--- src/rtl/picosoc_pkg.sv ---
// Shared types and constants for the PicoSoC iomem arbitration slice.
package picosoc_pkg;

  typedef enum logic [1:0] {
    IDLE = 2'd0,
    BUSY = 2'd1,
    DONE = 2'd2
  } arb_state_t;

  // Master index: 0 = PicoRV32 CPU, 1 = DMA engine.
  typedef logic owner_t;

  localparam owner_t OWNER_CPU = 1'b0;
  localparam owner_t OWNER_DMA = 1'b1;

  // Read data handed back when a peripheral never answers.
  localparam logic [31:0] IOMEM_TIMEOUT_RDATA = 32'hDEAD_BEEF;

  // The request fields that travel from the owner to the peripheral side.
  typedef struct packed {
    logic [3:0]  wstrb;
    logic [31:0] addr;
    logic [31:0] wdata;
  } iomem_req_t;

endpackage

--- src/rtl/picosoc_iomem_arbiter.sv ---
// Two-master round-robin arbiter for the PicoSoC iomem bus with a
// per-transfer watchdog that force-completes hung transfers with an error.
module picosoc_iomem_arbiter
  import picosoc_pkg::*;
#(
  parameter int unsigned TIMEOUT_CYCLES = 1024,
  parameter logic [31:0] TIMEOUT_RDATA  = IOMEM_TIMEOUT_RDATA
) (
  input  logic        clk,
  input  logic        resetn,
  input  logic        m0_valid,
  input  logic [3:0]  m0_wstrb,
  input  logic [31:0] m0_addr,
  input  logic [31:0] m0_wdata,
  output logic [31:0] m0_rdata,
  output logic        m0_ready,
  output logic        m0_err,
  input  logic        m1_valid,
  input  logic [3:0]  m1_wstrb,
  input  logic [31:0] m1_addr,
  input  logic [31:0] m1_wdata,
  output logic [31:0] m1_rdata,
  output logic        m1_ready,
  output logic        m1_err,
  output logic        s_valid,
  output logic [3:0]  s_wstrb,
  output logic [31:0] s_addr,
  output logic [31:0] s_wdata,
  input  logic [31:0] s_rdata,
  input  logic        s_ready,
  output logic        timeout_o,
  output logic [7:0]  timeout_count_o
);

  // Timer value seen on the last allowed BUSY cycle.
  localparam logic [15:0] TIMER_LAST = 16'(TIMEOUT_CYCLES - 1);

  arb_state_t  state;
  owner_t      owner;
  owner_t      last_owner;
  logic [15:0] timer;
  logic [7:0]  timeout_count;

  iomem_req_t  req_m0;
  iomem_req_t  req_m1;
  iomem_req_t  req_sel;

  logic        busy;
  logic        own_valid;
  logic        abort;
  logic        done_ok;
  logic        timeout_hit;
  logic        complete;
  logic [31:0] resp_data;

  assign req_m0 = '{wstrb: m0_wstrb, addr: m0_addr, wdata: m0_wdata};
  assign req_m1 = '{wstrb: m1_wstrb, addr: m1_addr, wdata: m1_wdata};

  // Transfer status for the current cycle. A real s_ready always beats the
  // watchdog, and a vanished request (abort) beats both.
  assign busy        = (state == BUSY);
  assign own_valid   = (owner == OWNER_DMA) ? m1_valid : m0_valid;
  assign abort       = busy && !own_valid;
  assign done_ok     = busy && own_valid && s_ready;
  assign timeout_hit = busy && own_valid && !s_ready && (timer == TIMER_LAST);
  assign complete    = done_ok || timeout_hit;

  // Peripheral side: driven only while BUSY so idle/reset outputs are zero
  // and the non-owner's fields never leak through.
  assign req_sel = !busy ? '0 : ((owner == OWNER_DMA) ? req_m1 : req_m0);
  assign s_valid = busy;
  assign s_wstrb = req_sel.wstrb;
  assign s_addr  = req_sel.addr;
  assign s_wdata = req_sel.wdata;

  // Master side: only the owner ever sees ready/err, and rdata is zero
  // whenever its ready is low.
  assign resp_data = done_ok ? s_rdata : TIMEOUT_RDATA;
  assign m0_ready  = complete && (owner == OWNER_CPU);
  assign m1_ready  = complete && (owner == OWNER_DMA);
  assign m0_err    = timeout_hit && (owner == OWNER_CPU);
  assign m1_err    = timeout_hit && (owner == OWNER_DMA);
  assign m0_rdata  = m0_ready ? resp_data : '0;
  assign m1_rdata  = m1_ready ? resp_data : '0;

  assign timeout_o       = timeout_hit;
  assign timeout_count_o = timeout_count;

  // Arbitration FSM, watchdog timer and timeout counter.
  // NOTE: all state here uses non-blocking assignments so every register
  // samples pre-edge values; the async reset forces s_valid low immediately.
  always_ff @(posedge clk or negedge resetn) begin
    if (!resetn) begin
      state         <= IDLE;
      owner         <= OWNER_CPU;
      last_owner    <= OWNER_DMA;
      timer         <= '0;
      timeout_count <= '0;
    end else begin
      case (state)
        IDLE: begin
          if (m0_valid && m1_valid) begin
            owner <= ~last_owner;
            state <= BUSY;
          end else if (m0_valid) begin
            owner <= OWNER_CPU;
            state <= BUSY;
          end else if (m1_valid) begin
            owner <= OWNER_DMA;
            state <= BUSY;
          end
        end
        BUSY: begin
          timer <= timer + 16'd1;
          if (abort) begin
            // Abandoned request: fairness history stays as it was.
            timer <= '0;
            state <= IDLE;
          end else if (complete) begin
            last_owner <= owner;
            state      <= DONE;
            if (timeout_hit && (timeout_count != 8'hFF)) begin
              timeout_count <= timeout_count + 8'd1;
            end
          end
        end
        DONE: begin
          timer <= '0;
          state <= IDLE;
        end
        default: begin
          state <= IDLE;
        end
      endcase
    end
  end

endmodule

--- config.mk ---
export PLATFORM = sky130hd
export DESIGN_NAME = picosoc_iomem_arbiter
export DESIGN_NICKNAME = d
export VERILOG_FILES = /design/src/rtl/picosoc_pkg.sv /design/src/rtl/picosoc_iomem_arbiter.sv
export SDC_FILE = /design/constraint.sdc
export NUM_CORES = 1
export LEC_CHECK = 0
export BUFFER_PORTS_ARGS = -buffer_cell sky130_fd_sc_hd__clkbuf_2
export CAP_MARGIN = 0
export CORE_AREA = 2 2 122 124
export CTS_CLUSTER_DIAMETER = 50
export DETAILED_ROUTE_END_ITERATION = 8
export DIE_AREA = 0 0 124 126
export HOLD_SLACK_MARGIN = 0.03
export PLACE_DENSITY_LB_ADDON = 0.12
export SLEW_MARGIN = 20
export SYNTH_ARGS = -nofsm -noshare
export SYNTH_HDL_FRONTEND = slang
export SYNTH_SLANG_ARGS = --single-unit
--- constraint.sdc ---
create_clock -name clk -period 2.1 [get_ports clk]
set_input_delay 0.105 -clock clk [delete_from_list [all_inputs] [get_ports clk]]
set_output_delay 0.105 -clock clk [all_outputs]
set_load 0.1 [all_outputs]
After elaboration in Yosys (flattened, before gate mapping)
Cells that the tools add are included.
{ "word_totals": {"reg_bits": 28, "input_bits": 173, "output_inout_bits": 146, "word_cells": 54} }
{ "op_classes": {"addsub": 2, "n_eq_ne": 6, "mux": 17, "n_bitwise": 3, "reduce_logical": 21} }
{ "op_table": {"columns": ["operator", "n"], "rows": [
  ["68-bit two-way mux", 2],
  ["32-bit two-way mux", 3],
  ["16-bit case mux with 2 select lines", 1],
  ["16-bit by 1-bit adder with 16-bit output (second input constant)", 1],
  ["16-bit by 10-bit equality test with 1-bit output (second input constant)", 1],
  ["16-bit two-way mux", 1],
  ["1-bit logical AND", 11],
  ["2-bit two-way mux", 5],
  ["8-bit by 1-bit adder with 8-bit output (second input constant)", 1],
  ["8-bit inequality test (second input constant)", 1],
  ["1-bit two-way mux", 4],
  ["4-bit inequality test (second input constant)", 1],
  ["2-bit case mux with 2 select lines", 1],
  ["2-bit AND reduction", 2],
  ["4-bit AND reduction", 1],
  ["3-bit by 1-bit inequality test with 1-bit output (second input constant)", 1],
  ["1-bit inverter", 3],
  ["3-bit AND reduction", 1],
  ["3-bit nonzero test", 1],
  ["2-bit by 1-bit equality test with 1-bit output (second input constant)", 1],
  ["2-bit equality test (second input constant)", 1],
  ["1-bit logical NOT", 2],
  ["2-bit logical NOT", 1],
  ["2-bit nonzero test", 1],
  ["1-bit logical OR", 1]
]} }

Logic depth before layout (Yosys ltp)
{ "logic_depth": {"ltp_word": 8, "mapped_depth": 7, "ltp_nobuf": 6} }

Worst setup path after synthesis
OpenSTA, ideal clock, no wires.
{ "synth_timing": {"kind": "flip-flop to output port", "start": "reg state[1]", "end": "out m1_err", "arrival_ns": 4.071, "required_time_ns": 1.995, "path_slack_ns": -2.076, "stages_incl_launch_ff": 7, "path_buffers": 1, "path_cell_list": "dfrtp_1 -> inv_1 -> ha_1 -> clkbuf_1 -> nand3_2 -> nor2_1 -> and2_1"} }
{ "synth_via": {"elab_chain_len": 5} }
{ "synth_lines": {"columns": ["element", "line_no", "source"], "rows": [
  ["start: declaration", "picosoc_iomem_arbiter.sv:38", "arb_state_t state;"],
  ["start signal: assignment", "picosoc_iomem_arbiter.sv:94", "state <= IDLE;"],
  ["start signal: assignment", "picosoc_iomem_arbiter.sv:104", "state <= BUSY;"],
  ["start signal: assignment", "picosoc_iomem_arbiter.sv:107", "state <= BUSY;"],
  ["2-bit by 1-bit equality test with 1-bit output", "picosoc_iomem_arbiter.sv:61", "assign busy = (state == BUSY);"],
  ["named net s_valid", "picosoc_iomem_arbiter.sv:25", "output logic s_valid,"],
  ["1-bit logical AND (3 in series)", "picosoc_iomem_arbiter.sv:65", "assign timeout_hit = busy && own_valid && !s_ready && (timer == TIMER_LAST);"],
  ["named net timeout_o", "picosoc_iomem_arbiter.sv:31", "output logic timeout_o,"],
  ["1-bit logical AND", "picosoc_iomem_arbiter.sv:82", "assign m1_err = timeout_hit && (owner == OWNER_DMA);"],
  ["end: declaration", "picosoc_iomem_arbiter.sv:24", "output logic m1_err,"]
]} }
The timed path passes the listed nets, and every way through them passes these cells.

Worst setup path after layout
{ "layout_timing": {"start": "reg timer[15]", "end": "out m0_rdata[2]"} }
{ "layout_via": {"elab_chain_len": 5} }
{ "layout_lines": {"columns": ["element", "line_no", "source"], "rows": [
  ["start: declaration", "picosoc_iomem_arbiter.sv:41", "logic [15:0] timer;"],
  ["start signal: assignment", "picosoc_iomem_arbiter.sv:114", "timer <= timer + 16'd1;"],
  ["16-bit by 10-bit equality test with 1-bit output", "picosoc_iomem_arbiter.sv:65", null],
  ["1-bit logical AND", "picosoc_iomem_arbiter.sv:65", null],
  ["1-bit logical OR", "picosoc_iomem_arbiter.sv:66", "assign complete = done_ok || timeout_hit;"],
  ["1-bit logical AND", "picosoc_iomem_arbiter.sv:79", "assign m0_ready = complete && (owner == OWNER_CPU);"],
  ["32-bit two-way mux", "picosoc_iomem_arbiter.sv:83", "assign m0_rdata = m0_ready ? resp_data : '0;"],
  ["end: declaration", "picosoc_iomem_arbiter.sv:15", "output logic [31:0] m0_rdata,"]
]} }
Every way passes these cells.

==> metrics <==
FF/Latch Area=711 um^2; largest net degree at the start of global routing=49; RR Startpoint=state[1]; fin area=0.00860 mm^2; Crit Path Category=reg -> out; leading area contributor after synthesis=mux2i_1; Yosys warnings=0; worst IR drop on VDD=between 1000 and 1500 uV; setup TNS=-3.93 ns; Yosys top cell area share=20.9%; Seq/Total Area, Yosys=21.0%; Tot Pwr=15.3 mW; Die Y=126 um; CP most frequent cell=buf_12; # rows=44; # clock sinks=28; GPL Wtd Cong=0.858; Via Count=4,259; WL/cell=19.2 um; Die Area=0.0156 mm^2; DRT Wirelength=roughly 17 mm; area occupied by multi-input gates=0.00333 mm^2; Hold WC Path Type=in -> reg; DP HPWL=13.6 mm; CP cell instances=nor4_4, nand4_4, a211oi_4, buf_6, buf_12, o21a_1, buf_12; Max-Slew Margin vs Limit=52.2%; Area growth, synth to finish=157%; startpoint types=flop; # DRC=0; TritonCTS clock tree=yes; Worst path max stage delay=0.42 ns; Yosys cell types=50; first drt pass iteration count=4; Mapped Nets=567; Core Region=0.0143 mm^2; CTS max path bufs=2; CTS Root Cell=clkbuf_16; failing checks=setup timing; clock-pin slew on the worst setup and hold paths=around 0.070 ns; n_diodes=0; Mapped Cells=388; Worst Setup End Kind=output port; end of the critical path=m0_rdata[2]; P per Cell Area=1780 mW/mm^2; mapped cell area=0.00335 mm^2; I/O Buffers=318; critical-path maximum fanout=7; fillers=between 1,000 and 1,500; GRT Overall Usage=20.2%; vias in the first global route=roughly 4,200; Final setup viols=50; layout cell share with drive strength beyond 1=about three quarters; top cells by area, synth=mux2i_1 (21%), dfrtp_1 (20%), nor2b_1 (13%); most frequent cell after synthesis=mux2i_1; actual slew at the worst max-slew pin=0.717 ns; RSZ-0062 raised after global routing=true; CP Data Arrival Time=2.13 ns; period utilization=106%; Max-Cap Viols=0; first-pass GRT wire length=24.3 mm; antenna violations before repair=0; leading register cell type out of synthesis=dfrtp_1; worst reg-to-reg setup slack=around 0.12 ns; H-tree depth=1; Max Clock Freq=448 MHz; GRT overflow=0; clk_lat worst skew=0.26 ns; cells on worst reg2reg path=8; Final Hold Fails=0; placed instance area=0.00805 mm^2; Final Slew Violations=0; status=complete, but fails checks; top-level I/O count=319; Post-DRT Antenna Nets=0; NumNets Final=897; most frequent cells after synthesis=mux2i_1 (70), nor2b_1 (68), o21a_1 (48); EDFF count, synth=0; slowest stage cell, crit path=dfrtp_1; synthesized flop and latch total=28; Req. time, crit path=around 2 ns; Worst Clk Skew=0.00589 ns; Via density=approximately 4.7; post-synthesis async set-or-reset flop share=100%; critical path startpoint=timer[15]; setup ws final=-0.132 ns; r2r endpoint=timer[2]; Avg Cell Area, Syn=8.63 um^2; Static Leak=approximately 4.1 nW; Starting Density=23.4%; Place WS=-0.0239 ns; Tmin final=2.23 ns; number of DRC markers in iteration 0=108; CTS Buf Count=3; DIE WIDTH=approximately 120 um
cells in the final DEF, fill, tap and decap left out, types with 3 or more instances in the layout:
cell,instances
a21oi_1,6
and2_2,8
and3_2,9
buf_12,144
buf_4,14
buf_6,3
clkbuf_16,9
clkbuf_2,180
dfrtp_1,22
dfrtp_2,4
ha_1,4
inv_1,6
mux2_2,8
mux2i_1,69
nand2_1,8
nand2b_1,4
nand3_1,6
nand4_1,4
nor2_1,10
nor2b_2,23
nor2b_4,45
nor3_1,3
nor4_1,3
o21a_1,3
o21a_4,43
o21ai_0,8
o2bb2ai_1,3
xnor2_1,5
flip-flops by register name, indices dropped and copies added (netlist names):
name             count
timer               16
state                2
timeout_count_o      8
last_owner           1
owner                1
worst min path at each step:
stage | start | slack [ns] | cells after the start | to
floorplan | resetn | -0.19 | 0 | owner
global placement | resetn | 0.19 | 1 | timer[12]
detailed placement | resetn | 0.20 | 1 | timer[14]
CTS | m0_valid | 0.06 | 2 | owner
global route | m0_valid | 0.09 | 2 | owner
finish | m0_valid | 0.07 | 2 | owner
power by group:
part	switching [mW]	internal [mW]	total [mW]
Clock	0.190	0.380	0.570
Sequential	0.0836	0.638	0.722
Combinational	8.64	5.39	14.0
Total	8.91	6.41	15.3
worst max-delay path, delay by kind of cell (launching register included):
family	cells	cell delay (ns)
AO/OA/AOI/OAI	2	0.44
buffers and inverters	3	0.46
flip-flops	1	0.42
AND/OR/NAND/NOR	2	0.53
logic make-up (layout without fill, tap and decap cells):
kind of cell,count (synthesis),in the layout,synth area share [%]
simple gates,153,153,28.6
flops,28,28,21.0
fa+ha+maj,6,6,2.24
buf+inv,35,364,4.78
compound gates,81,81,18.0
mux,78,78,23.6
xor+xnor,7,7,1.83
per-stage QoR:
step	hold WS [ns]	std cells	utilization, %
floorplan	-0.191	388	-
global placement	0.189	876	56.2
detailed placement	0.205	876	56.2
CTS	0.0633	891	58.3
global route	0.0871	901	60.1
finish	0.0690	901	60.1
layer usage:
layer	global-route usage (%)	share of wire, %	vias to the layer above
li1	-	-	2054
met1	23.6	38	2022
met2	38.9	56	171
met3	2.49	4.7	12
met4	3.83	1.2	0
met5	0	0	-
cell type report:
class / instances / share of cell area [%]
Multi-Input combinational cell: 325 / 38.7
Inverter: 7 / 0.306
Tap cell: 184 / 2.68
Clock buffer: 3 / 0.873
Clock inverter: 1 / 0.349
Timing Repair Buffer: 353 / 48.9
Sequential cell: 28 / 8.27
repair_timing:
action                                  CTS  global route
hold endpoints to repair                 27             0
gates cloned                              3             7
pin swaps                                 4             3
endpoints found under the setup margin   72            86
resized for setup                        12            19
setup buffers                             7             5
hold buffers                              1             0
(Power assumes the default switching activity.)
